[src/rtl/riscv_pkg.sv]
// Shared RISC-V core definitions: opcodes, ALU op classes, the decoded control
// bundle and the register-read predicates used by hazard detection.
package riscv_pkg;

    localparam int REG_IDX_W = 5;

    localparam logic [6:0] OP_R      = 7'b0110011;
    localparam logic [6:0] OP_I      = 7'b0010011;
    localparam logic [6:0] OP_LOAD   = 7'b0000011;
    localparam logic [6:0] OP_STORE  = 7'b0100011;
    localparam logic [6:0] OP_BRANCH = 7'b1100011;
    localparam logic [6:0] OP_JAL    = 7'b1101111;
    localparam logic [6:0] OP_JALR   = 7'b1100111;
    localparam logic [6:0] OP_LUI    = 7'b0110111;
    localparam logic [6:0] OP_AUIPC  = 7'b0010111;

    localparam logic [1:0] ALUOP_ADD  = 2'b00;
    localparam logic [1:0] ALUOP_BR   = 2'b01;
    localparam logic [1:0] ALUOP_FUNC = 2'b10;
    localparam logic [1:0] ALUOP_LUI  = 2'b11;

    typedef struct packed {
        logic       reg_write;
        logic       alu_src;
        logic       mem_read;
        logic       mem_write;
        logic       mem_to_reg;
        logic       branch;
        logic [1:0] alu_op;
    } ctrl_t;

    // LUI is the only class known not to read rs1; every other class is assumed to.
    function automatic logic reads_rs1(input logic [1:0] alu_op);
        return alu_op != ALUOP_LUI;
    endfunction

    // rs2 is read when the ALU takes it as an operand or a store writes it to memory.
    function automatic logic reads_rs2(input logic alu_src, input logic mem_write);
        return !alu_src || mem_write;
    endfunction

endpackage

[src/rtl/hazard_detect.sv]
// Load-use hazard detection: flags an ID instruction that reads the register a
// load currently in EX is about to write.
module hazard_detect
    import riscv_pkg::*;
(
    input  logic                 id_valid,
    input  logic [REG_IDX_W-1:0] id_rs1,
    input  logic [REG_IDX_W-1:0] id_rs2,
    input  logic [1:0]           id_alu_op,
    input  logic                 id_alu_src,
    input  logic                 id_mem_write,
    input  logic                 ex_valid,
    input  logic                 ex_mem_read,
    input  logic [REG_IDX_W-1:0] ex_rd,
    output logic                 hazard
);

    logic rs1_dep;
    logic rs2_dep;

    assign rs1_dep = reads_rs1(id_alu_op) && (ex_rd == id_rs1);
    assign rs2_dep = reads_rs2(id_alu_src, id_mem_write) && (ex_rd == id_rs2);

    // x0 is hard-wired zero, so a load targeting it never creates a dependency.
    assign hazard = id_valid && ex_valid && ex_mem_read && (ex_rd != '0)
                    && (rs1_dep || rs2_dep);

endmodule

[src/rtl/id_ex_stage.sv]
// ID/EX pipeline register with load-use stall and branch-flush bubbles.
// Optional performance counters are built when PERF_CNT_EN is defined.
module id_ex_stage
    import riscv_pkg::*;
#(
    parameter int XLEN  = 32,
    parameter int CNT_W = 32
) (
    input  logic                 clk,
    input  logic                 rst,
    input  logic                 id_valid,
    input  logic [XLEN-1:0]      id_pc,
    input  logic [XLEN-1:0]      id_rs1_data,
    input  logic [XLEN-1:0]      id_rs2_data,
    input  logic [XLEN-1:0]      id_imm,
    input  logic [REG_IDX_W-1:0] id_rs1,
    input  logic [REG_IDX_W-1:0] id_rs2,
    input  logic [REG_IDX_W-1:0] id_rd,
    input  logic [2:0]           id_funct3,
    input  logic                 id_funct7_b5,
    input  logic                 id_reg_write,
    input  logic                 id_alu_src,
    input  logic                 id_mem_read,
    input  logic                 id_mem_write,
    input  logic                 id_mem_to_reg,
    input  logic                 id_branch,
    input  logic [1:0]           id_alu_op,
    input  logic                 flush_ex,
    output logic                 hold_if_id,
    output logic                 ex_valid,
    output logic [XLEN-1:0]      ex_pc,
    output logic [XLEN-1:0]      ex_rs1_data,
    output logic [XLEN-1:0]      ex_rs2_data,
    output logic [XLEN-1:0]      ex_imm,
    output logic [REG_IDX_W-1:0] ex_rs1,
    output logic [REG_IDX_W-1:0] ex_rs2,
    output logic [REG_IDX_W-1:0] ex_rd,
    output logic [2:0]           ex_funct3,
    output logic                 ex_funct7_b5,
    output logic                 ex_reg_write,
    output logic                 ex_alu_src,
    output logic                 ex_mem_read,
    output logic                 ex_mem_write,
    output logic                 ex_mem_to_reg,
    output logic                 ex_branch,
    output logic [1:0]           ex_alu_op,
    output logic [CNT_W-1:0]     stall_count,
    output logic [CNT_W-1:0]     flush_count
);

    ctrl_t id_ctrl;
    ctrl_t ex_ctrl;
    logic  hazard;
    logic  bubble;

    assign id_ctrl = '{reg_write: id_reg_write, alu_src: id_alu_src, mem_read: id_mem_read,
                       mem_write: id_mem_write, mem_to_reg: id_mem_to_reg, branch: id_branch,
                       alu_op: id_alu_op};

    hazard_detect u_hazard_detect (
        .id_valid     (id_valid),
        .id_rs1       (id_rs1),
        .id_rs2       (id_rs2),
        .id_alu_op    (id_alu_op),
        .id_alu_src   (id_alu_src),
        .id_mem_write (id_mem_write),
        .ex_valid     (ex_valid),
        .ex_mem_read  (ex_ctrl.mem_read),
        .ex_rd        (ex_rd),
        .hazard       (hazard)
    );

    // A flush squashes ID upstream as well, so holding it would only waste a cycle.
    assign hold_if_id = hazard && !flush_ex;
    assign bubble     = flush_ex || hazard || !id_valid;

    // NOTE: every sequential assignment is non-blocking so all flops sample pre-edge values.
    always_ff @(posedge clk) begin
        if (rst || bubble) begin
            ex_valid     <= 1'b0;
            ex_ctrl      <= '0;
            ex_pc        <= '0;
            ex_rs1_data  <= '0;
            ex_rs2_data  <= '0;
            ex_imm       <= '0;
            ex_rs1       <= '0;
            ex_rs2       <= '0;
            ex_rd        <= '0;
            ex_funct3    <= '0;
            ex_funct7_b5 <= 1'b0;
        end else begin
            ex_valid     <= 1'b1;
            ex_ctrl      <= id_ctrl;
            ex_pc        <= id_pc;
            ex_rs1_data  <= id_rs1_data;
            ex_rs2_data  <= id_rs2_data;
            ex_imm       <= id_imm;
            ex_rs1       <= id_rs1;
            ex_rs2       <= id_rs2;
            ex_rd        <= id_rd;
            ex_funct3    <= id_funct3;
            ex_funct7_b5 <= id_funct7_b5;
        end
    end

    assign ex_reg_write  = ex_ctrl.reg_write;
    assign ex_alu_src    = ex_ctrl.alu_src;
    assign ex_mem_read   = ex_ctrl.mem_read;
    assign ex_mem_write  = ex_ctrl.mem_write;
    assign ex_mem_to_reg = ex_ctrl.mem_to_reg;
    assign ex_branch     = ex_ctrl.branch;
    assign ex_alu_op     = ex_ctrl.alu_op;

`ifdef PERF_CNT_EN
    logic [CNT_W-1:0] stall_q;
    logic [CNT_W-1:0] flush_q;

    // A flush is counted only when it actually discards an instruction in ID or EX.
    always_ff @(posedge clk) begin
        if (rst) begin
            stall_q <= '0;
            flush_q <= '0;
        end else begin
            if (hold_if_id)
                stall_q <= stall_q + 1'b1;
            if (flush_ex && (ex_valid || id_valid))
                flush_q <= flush_q + 1'b1;
        end
    end

    assign stall_count = stall_q;
    assign flush_count = flush_q;
`else
    assign stall_count = '0;
    assign flush_count = '0;
`endif

endmodule

[config.mk]
export PLATFORM = sky130hd
export DESIGN_NAME = id_ex_stage
export DESIGN_NICKNAME = d
export VERILOG_FILES = /design/src/rtl/riscv_pkg.sv /design/src/rtl/hazard_detect.sv /design/src/rtl/id_ex_stage.sv
export SDC_FILE = /design/constraint.sdc
export NUM_CORES = 1
export LEC_CHECK = 0
export BUFFER_PORTS_ARGS = -buffer_cell sky130_fd_sc_hd__buf_2
export CORE_AREA = 5 5 143 145
export CTS_BUF_LIST = sky130_fd_sc_hd__clkbuf_4
export CTS_CLUSTER_SIZE = 10
export DETAILED_ROUTE_END_ITERATION = 8
export DIE_AREA = 0 0 148 150
export PLACE_DENSITY = 0.66
export SYNTH_ARGS = -nofsm -noshare
export SYNTH_HDL_FRONTEND = slang
export SYNTH_SLANG_ARGS = --single-unit
[constraint.sdc]
create_clock -name clk -period 1.4 [get_ports clk]
set_input_delay 0.14 -clock clk [delete_from_list [all_inputs] [get_ports clk]]
set_output_delay 0.14 -clock clk [all_outputs]
set_load 0.005 [all_outputs]
==> reports/metrics.cfg, run 1 <==
[worst_setup_path]
crit_arrival_ps = 1830
rr_worst_depth = 8
cp-start-kind = register
r2r_slack_ps = -340
crit_family = flip-flops
cp-startpoint = ex_rd[0]
crit_cells = 6
critPathKind = reg -> out
cp_num_buf_inv = 2
crit_path_end = hold_if_id
reg2reg_from = ex_rd[0]
worstPathRequired_ps = 1260
worst_path_max_delay_cell = dfxtp_4
slowest_delay_ps = 390
worstPathCellList = xnor2_1, nand4_1, o22ai_4, buf_6, and3b_1, buf_2
critPathMaxFanout = 4
r2r-end = ex_funct3[2]
critPathCaptureType = primary output

[die]
die_y_microns = 150
rows = 51
ios = 380
dieWidth_microns = 148
core_area_sq_mm = 0.0191
start_util_pct = 32.5
dieArea_sq_mm = 0.0222

[routing]
ant_nets = 0
drtIter0Drc = 278
vias_per_cell = 4.62
firstDrtPassIters = 4
wire_per_inst_microns = 16.6
vias = 6302
drc_errors = 0
wirelength_microns = 22700

[placed_design]
dpl.hpwl_microns = 14400
port_buffers = 315
placed_cells = 1156
place_area_sq_mm = 0.00798
place_congestion = 0.793

[sta]
finalCritPeriodShare_pct = 141
finalHoldViolCount = 0
max_freq_ghz = 0.507
slew_viol_final = 0
hold_slack_ps = 116
grt_setup_unrepaired = yes
finClkSkew_ps = 25.5
finalSetupViolations = 158
worst_slack_ps = -572
min_period_ps = 1970

[synth]
avgSynthCellArea_sq_um = 9.97
yosys_warnings = 0
synth_largest_area_cell = dfxtp_1
yosysTopAreaCellShare_pct = 50.3
synth-seq-area-share_pct = 50.3
ys_seq_elements = 156
syn_inst = 622
ys_types = 25
syn_area_sq_mm = 0.00620
synth_top_cells_by_area = dfxtp_1 (50%), nand3b_1 (17%), a21oi_1 (11%)

[grt]
antenna_found_initial = 3
grt_pass1_vias = 6400
overflow = 0
grt_usage_pct = 19.1
grt_pass1_wl_microns = 33500
grt_max_degree = 67

[clock_network]
cts_tree = done
cts.clk_slew.worst_paths_ps = 150
htree_levels = 4
clkLatencyLatePin_ps = 550
clockBufferDepth = 2
cts_made_buffers = 17
clock_sinks = 156
root_buffer = clkbuf_4

[min_path]
hold_class = in -> reg

[finish]
area_delta_synth_final_pct = 68.2
fill_cells = 1632
fin_area_sq_mm = 0.0104
layout.nets = 1271
post-route-util_pct = 54.7
drive_gt1_share_pct = 39.7
stdcell_count = 1365

[run_status]
violations = setup timing
outcome = finished with violations

[pwr]
irDropWorstVdd_uv = 416
p_leak_nw = 4.91
power_density_mw_per_mm2 = 837

[job]
maxCapViolations = 0

==> routing by layer <==
metal	track usage, %	routed length [microns]
met1	21.2	8560
met2	34.1	11500
met3	6.42	2060
met4	6.65	560
met5	0	0
==> logic make-up after synthesis <==
family                    after synthesis  synth area share, %
and+or+nand+nor                       149                 17.8
DFF                                   156                 50.3
AOI/OAI and AO/OA                     160                 15.7
other                                   1               0.0605
buffers and inverters                 146                 14.7
xor gates and xnor gates               10                 1.41
==> cells in the mapped netlist <==
library cell / instances
a2111oi_0: 1
a2111oi_2: 11
a2111oi_4: 2
a211oi_1: 1
a21oi_1: 142
and3b_1: 1
buf_2: 18
buf_4: 73
buf_6: 9
clkbuf_1: 32
conb_1: 1
dfxtp_1: 156
inv_1: 14
nand2_1: 1
nand2b_1: 1
nand3_1: 1
nand3b_1: 141
nand4_1: 1
nor2_1: 1
nor2b_1: 1
nor3_1: 1
o2111ai_1: 1
o21ai_0: 1
o22ai_2: 1
xnor2_1: 10
==> per-stage QoR <==
step / worst slack, ps / total power, mW / setup TNS [ps]
final: -572 / 8.73 / -32260
after global routing: -700 / 9.13 / -41690
after CTS: -686 / 8.73 / -34930
after detailed placement: -298 / 5.66 / -33590
after global placement: -278 / 5.65 / -31600
after floorplan: 28.6 / 5.26 / 0
==> final cells by class <==
| class | count | area (sq um) | share of cell area [%] |
|---|---|---|---|
| diodes | 3 | 7.51 | 0.0719 |
| multi-input cells | 383 | 2600 | 24.9 |
| well taps | 238 | 298 | 2.85 |
| inverters | 14 | 52.6 | 0.504 |
| clock inverters | 14 | 138 | 1.32 |
| repair buffers | 540 | 4070 | 39.0 |
| clock buffers | 17 | 128 | 1.22 |
| flip-flops and latches | 156 | 3140 | 30.1 |
==> worst reg2reg max path, stage by stage, from the launching register on <==
cell and delay [ps]:
dfxtp_4 390, xnor2_1 160, nand4_1 150, o22ai_4 200
buf_4 140, buf_8 120, buf_12 140, bufbuf_16 280
a21oi_1 60
==> cell usage in the layout (no fill, tap or decap), types with 2 or more instances in the layout <==
master / netlist / final
buf_16: 0 / 2
clkbuf_4: 0 / 17
dfxtp_1: 156 / 149
inv_1: 14 / 14
bufbuf_16: 0 / 3
xnor2_2: 0 / 4
nand3b_1: 141 / 141
diode_2: 0 / 3
clkbuf_16: 0 / 5
buf_12: 0 / 14
dfxtp_4: 0 / 3
dlygate4sd3_1: 0 / 156
a2111oi_2: 11 / 4
buf_2: 18 / 314
clkinv_4: 0 / 2
buf_4: 73 / 38
a21oi_1: 142 / 141
inv_8: 0 / 2
buf_6: 9 / 6
clkinvlp_4: 0 / 5
buf_8: 0 / 2
inv_6: 0 / 3
conb_1: 1 / 64
dfxtp_2: 0 / 4
xnor2_1: 10 / 5
a2111oi_4: 2 / 10
==> worst min-delay path by stage <==
| stage | startpoint | to | slack, ps | cells past startpoint |
|---|---|---|---|---|
| 2_1_floorplan | id_mem_write | ex_mem_write | 270 | 2 |
| 3_3_place_gp | id_imm[15] | ex_imm[15] | 380 | 3 |
| 3_5_place_dp | id_imm[15] | ex_imm[15] | 390 | 3 |
| 4_1_cts | id_valid | ex_rs1[0] | 60 | 4 |
| 5_1_grt | flush_ex | ex_rs1_data[9] | 70 | 5 |
| 6_report | flush_ex | ex_rs1_data[3] | 120 | 5 |
==> report_power, final <==
| part | total, mW | switching (mW) | internal [mW] |
|---|---|---|---|
| registers | 4.59 | 0.0380 | 4.56 |
| logic | 1.48 | 0.613 | 0.866 |
| clock network | 2.66 | 1.75 | 0.907 |
| total | 8.73 | 2.40 | 6.33 |
==> timing repair <==
action | 4_1_cts | 5_1_grt
hold endpoints to repair | 155 | 0
endpoints found under the setup margin | 163 | 159
cloned | 5 | 6
resized for setup | 26 | 24
pin swaps | 3 | 2
setup buffers | 2 | 7
hold buffers | 156 | 0
No activity file was read; power rests on OpenSTA's default activity.
==> run 2, diff against run 1 <==
Settings changed: CORE_AREA 5 5 143 145 to 5 5 146 148, DIE_AREA 0 0 148 150 to 0 0 151 153, PLACE_DENSITY 0.66 to unset.
Clock period 1.4 ns to 2.4 ns, I/O delays scaled along.
==> run 2 against run 1 <==
  * The flow now finishes without violations
  * Total power is 44% lower
  * Clock power down 45%
  * Highest routed layer is now met5
  * Sequential share of layout area up 2.8 points
  * Critical path depth shrank 1
  * Non-clock buffer count down 59
  * First-iteration DRC count is 7.6% lower
  * Clock skew increased by 3.1 ps
  * Design area decreased by 9.1%
  * Largest cell class unchanged
  * Register-to-register slack better by 940 ps
  * Setup slack improved by 800 ps
==> reports/metrics.cfg, run 2 (synthesized netlist as in run 1, its figures left out) <==
[clock_network]
clkLatencyLatePin_ps = 530
cts_tree = done
clock_sinks = 156
htree_levels = 4
clockBufferDepth = 2
cts_made_buffers = 17
root_buffer = clkbuf_4
cts.clk_slew.worst_paths_ps = 140

[pwr]
power_density_mw_per_mm2 = 512
combPwrFrac_pct = 15.1
p_int_mw = 3.50
clkPwrFrac_pct = 29.8
swShare_pct = 27.9
total_power_mw = 4.86
seqPwrFrac_pct = 55.1
p_leak_nw = 4.46
power.net_switching_mw = 1.36
irDropWorstVdd_uv = 218

[min_path]
hold_class = in -> reg

[sta]
finClkSkew_ps = 28.6
tightest_slew_ps = 1040
slew_viol_final = 0
finalSetupViolations = 0
min_period_ps = 2170
finalHoldViolCount = 0
finalCritPeriodShare_pct = 90.4
hold_slack_ps = 241
setup_tns_ps = 0
grt_setup_unrepaired = no
max-slew-margin-rel_pct = 30.6
max_freq_ghz = 0.461

[job]
maxCapViolations = 0

[grt]
antenna_found_initial = 4
grt_usage_pct = 18.0
overflow = 0
grt_max_degree = 89
grt_pass1_vias = 6071
grt_pass1_wl_microns = 32700

[placed_design]
port_buffers = 315
dpl.hpwl_microns = 14200
place_congestion = 0.702
place_area_sq_mm = 0.00768
placed_cells = 1149

[finish]
fill_cells = 1856
area_delta_synth_final_pct = 53.0
layout.nets = 1212
final_cell_mix = buf_2 (314), dlygate4sd3_1 (155), dfxtp_1 (154)
layout_commonest_cell = buf_2
stdcell_count = 1339
drive_gt1_share_pct = 35.2
fin_area_sq_mm = 0.00949

[worst_setup_path]
critPathCaptureType = primary output
critPathKind = reg -> out
critPathMaxFanout = 5
cp-start-kind = register
crit_arrival_ps = 1930
worstPathRequired_ps = 2160

[die]
die_y_microns = 153
dieArea_sq_mm = 0.0231
start_util_pct = 31.2
dieWidth_microns = 151
rows = 52
ios = 380
core_area_sq_mm = 0.0199

[routing]
firstDrtPassIters = 6
drc_errors = 0
drtIter0Drc = 257
wire_per_inst_microns = 16.5
vias = 6024
vias_per_cell = 4.50
ant_nets = 0
wirelength_microns = 22100

[run_status]
outcome = completed

[run 2: cell count changes in the layout (fill, tap and decap cells not counted), sizes merged]
cell         change
bufbuf           -3
inv              -1
bufinv           -1
clkbuf           -4
dlygate4sd3      -1
clkinv           +2
buf             -50
[run 2: worst paths after layout]
| path | startpoint | endpoint | slack (ps) | cells past startpoint |
|---|---|---|---|---|
| max | ex_rd[1] | hold_if_id | 230 | 5 |
| min reg2reg | ex_mem_read | ex_valid | 830 | 3 |
| min | rst | ex_valid | 240 | 2 |
| max reg2reg | ex_rd[0] | ex_pc[5] | 600 | 5 |
[run 2: final cells by class]
class | count | area (sq um) | share of cell area, %
Clock inverter | 14 | 113 | 1.19
Clock buffer | 18 | 135 | 1.42
Multi-Input combinational cell | 383 | 2430 | 25.6
Inverter | 14 | 52.6 | 0.554
Timing Repair Buffer | 481 | 3290 | 34.6
Antenna cell | 3 | 7.51 | 0.0791
Sequential cell | 156 | 3130 | 32.9
Tap cell | 270 | 338 | 3.56
[run 2: power by group through the flow]
stage                     clock network, mW  logic (mW)  registers (mW)
after global placement                    0       0.524            2.74
after detailed placement                  0       0.524            2.74
after global routing                   1.64       0.797            2.69
final                                  1.45       0.732            2.68
after CTS                              1.55       0.726            2.68
after floorplan                           0       0.324            2.75
[run 2: timing repair]
action,in CTS,in global routing
resized for setup,0,2
endpoints found under the hold margin,155,0
hold buffers,155,0
setup endpoints to repair,0,1
buffers inserted,0,0
[run 2: critical path, cell delays in order, from the launching register on]
cell and delay (ps):
dfxtp_1 430, xnor2_1 140, o21ai_0 170, o22ai_4 310
and3b_1 210, buf_2 130
[run 2: routing by layer]
layer  global-route usage (%)  routed length, microns
met1                     19.9                    8610
met2                     30.4                   10600
met3                     8.32                    2420
met4                     5.96                     470
met5                        0                       7
[run 2: through the flow]
stage	utilization [%]	worst slack [ps]
2_1_floorplan	-	946
3_3_place_gp	38.6	476
3_5_place_dp	38.6	525
4_1_cts	47.6	60.7
5_1_grt	47.7	26.1
6_report	47.7	231
==> run 3, diff against run 2 <==
Settings changed: CORE_AREA 5 5 146 148 to 2 2 148 150, DIE_AREA 0 0 151 153 to 0 0 150 152.
==> run 3 against run 2 <==
  * Flip-flop and latch count stayed put
  * Largest power group unchanged
  * Maximum frequency is 0.41% lower
  * Global-route usage is 0.36 points lower
  * Design area is 0.65% higher
  * Cell count is 0.97% higher
  * Critical path depth stayed put
  * Clock skew is 3.7 ps lower
  * Via count is 0.83% higher
  * Wire length is 5.4% lower
==> reports/metrics.cfg, run 3 (synthesized netlist as in run 1, its figures left out) <==
[run_status]
outcome = completed

[die]
dieWidth_microns = 150
die_y_microns = 152
start_util_pct = 29.1
dieArea_sq_mm = 0.0228
core_area_sq_mm = 0.0214
ios = 380
rows = 54

[min_path]
hold_class = in -> reg

[worst_setup_path]
slowest_delay_ps = 510
cp_num_buf_inv = 1
critPathCaptureType = primary output
worstPathRequired_ps = 2160
critPathKind = reg -> out
worst_path_max_delay_cell = dfxtp_1
crit_family = flip-flops
critPathMaxFanout = 4
worstPathCellList = xnor2_1, nand4_1, o22ai_4, and3b_1, buf_2
cp-start-kind = register
crit_arrival_ps = 1940

[sta]
setup_tns_ps = 0
max_freq_ghz = 0.459
finalHoldViolCount = 0
hold_slack_ps = 65.3
max-slew-margin-rel_pct = 55.9
finalCritPeriodShare_pct = 90.7
grt_setup_unrepaired = no
tightest_slew_ps = 661
slew_viol_final = 0
min_period_ps = 2180
finalSetupViolations = 0
finClkSkew_ps = 24.9

[clock_network]
cts.clk_slew.worst_paths_ps = 150
cts_made_buffers = 17
root_buffer = clkbuf_4
clock_sinks = 156
clkLatencyLatePin_ps = 550
htree_levels = 4
clockBufferDepth = 2
cts_tree = done

[pwr]
clkPwrFrac_pct = 30.9
seqPwrFrac_pct = 54.5
swShare_pct = 28.7
combPwrFrac_pct = 14.6
p_leak_nw = 4.49
irDropWorstVdd_uv = 214
power_density_mw_per_mm2 = 516
p_int_mw = 3.51
power.net_switching_mw = 1.42

[placed_design]
port_buffers = 315
placed_cells = 1162
place_congestion = 0.765
dpl.hpwl_microns = 13300
place_area_sq_mm = 0.00772

[finish]
multi_input_area_sq_mm = 0.00243
area_delta_synth_final_pct = 54.0
stdcell_count = 1352
fill_cells = 2066
layout.nets = 1217
drive_gt1_share_pct = 35.5
fin_area_sq_mm = 0.00955
ff_latch_area_sq_mm = 0.00313
layout_commonest_cell = buf_2
final_cell_mix = buf_2 (314), dlygate4sd3_1 (155), dfxtp_1 (154)

[grt]
grt_usage_pct = 17.6
overflow = 0
antenna_found_initial = 1
grt_max_degree = 142
grt_pass1_vias = 6072
grt_pass1_wl_microns = 31500

[routing]
drtIter0Drc = 173
ant_nets = 0
drc_errors = 0
wirelength_microns = 20900
vias = 6074
vias_per_cell = 4.49
firstDrtPassIters = 4
wire_per_inst_microns = 15.5

[job]
maxCapViolations = 0

## run 3: changes by cell type in the layout (fill, tap and decap cells not counted)
cell	previous run	this run
diode_2	3	1
clkinv_8	0	2
inv_8	2	1
inv_6	2	4
buf_4	6	11
clkbuf_4	18	17
clkinvlp_4	5	3
## run 3: power groups by stage
stage          logic, mW  clock network (mW)  registers [mW]
6_report           0.721                1.52            2.68
5_1_grt            0.783                1.72            2.69
4_1_cts            0.713                1.61            2.68
3_5_place_dp       0.514                   0            2.74
3_3_place_gp       0.511                   0            2.74
2_1_floorplan      0.324                   0            2.75
## run 3: routing by layer
metal	share of wire, %	GRT usage (%)	wire [microns]
met5	0	0	0
met1	39	19.2	8130
met4	2.9	7.68	615
met2	51	31.5	10600
met3	7.6	4.89	1590
## run 3: metrics by stage
| stage | util (%) | setup WS (ps) | power [mW] |
|---|---|---|---|
| after global placement | 36.1 | 474 | 3.25 |
| after global routing | 44.7 | 59.2 | 5.19 |
| after detailed placement | 36.1 | 456 | 3.25 |
| after CTS | 44.7 | 100 | 5.00 |
| after floorplan | - | 946 | 3.07 |
| final | 44.7 | 222 | 4.93 |
## run 3: path summary, 6_finish.rpt
path / start / to / slack (ps) / cells past startpoint
setup reg to reg: ex_rd[0] / ex_rs1[1] / 430 / 6
hold / removal: id_valid / ex_valid / 70 / 3
hold reg to reg: ex_mem_read / ex_imm[2] / 920 / 4
setup / recovery: ex_rd[0] / hold_if_id / 220 / 5
## run 3: final cells by class
| cell class | count | area share [%] |
|---|---|---|
| flip-flops and latches | 156 | 32.7 |
| well taps | 280 | 3.67 |
| inverters | 14 | 0.550 |
| diodes | 1 | 0.0262 |
| clock inverters | 15 | 1.43 |
| multi-input cells | 383 | 25.5 |
| clock buffers | 17 | 1.34 |
| repair buffers | 486 | 34.8 |
## run 3: repair_timing
item,4_1_cts,5_1_grt
setup endpoints to repair,1,0
gates resized for setup,2,0
hold buffers,155,0
setup buffers,2,0
hold endpoints to repair,155,0
## run 3: worst reg2reg max path: stages, from the launching register on
cell and delay, ps:
dfxtp_1 420, nor3_1 370, a21oi_4 100, buf_4 210, buf_12 180, buf_4 220, a2111oi_2 370
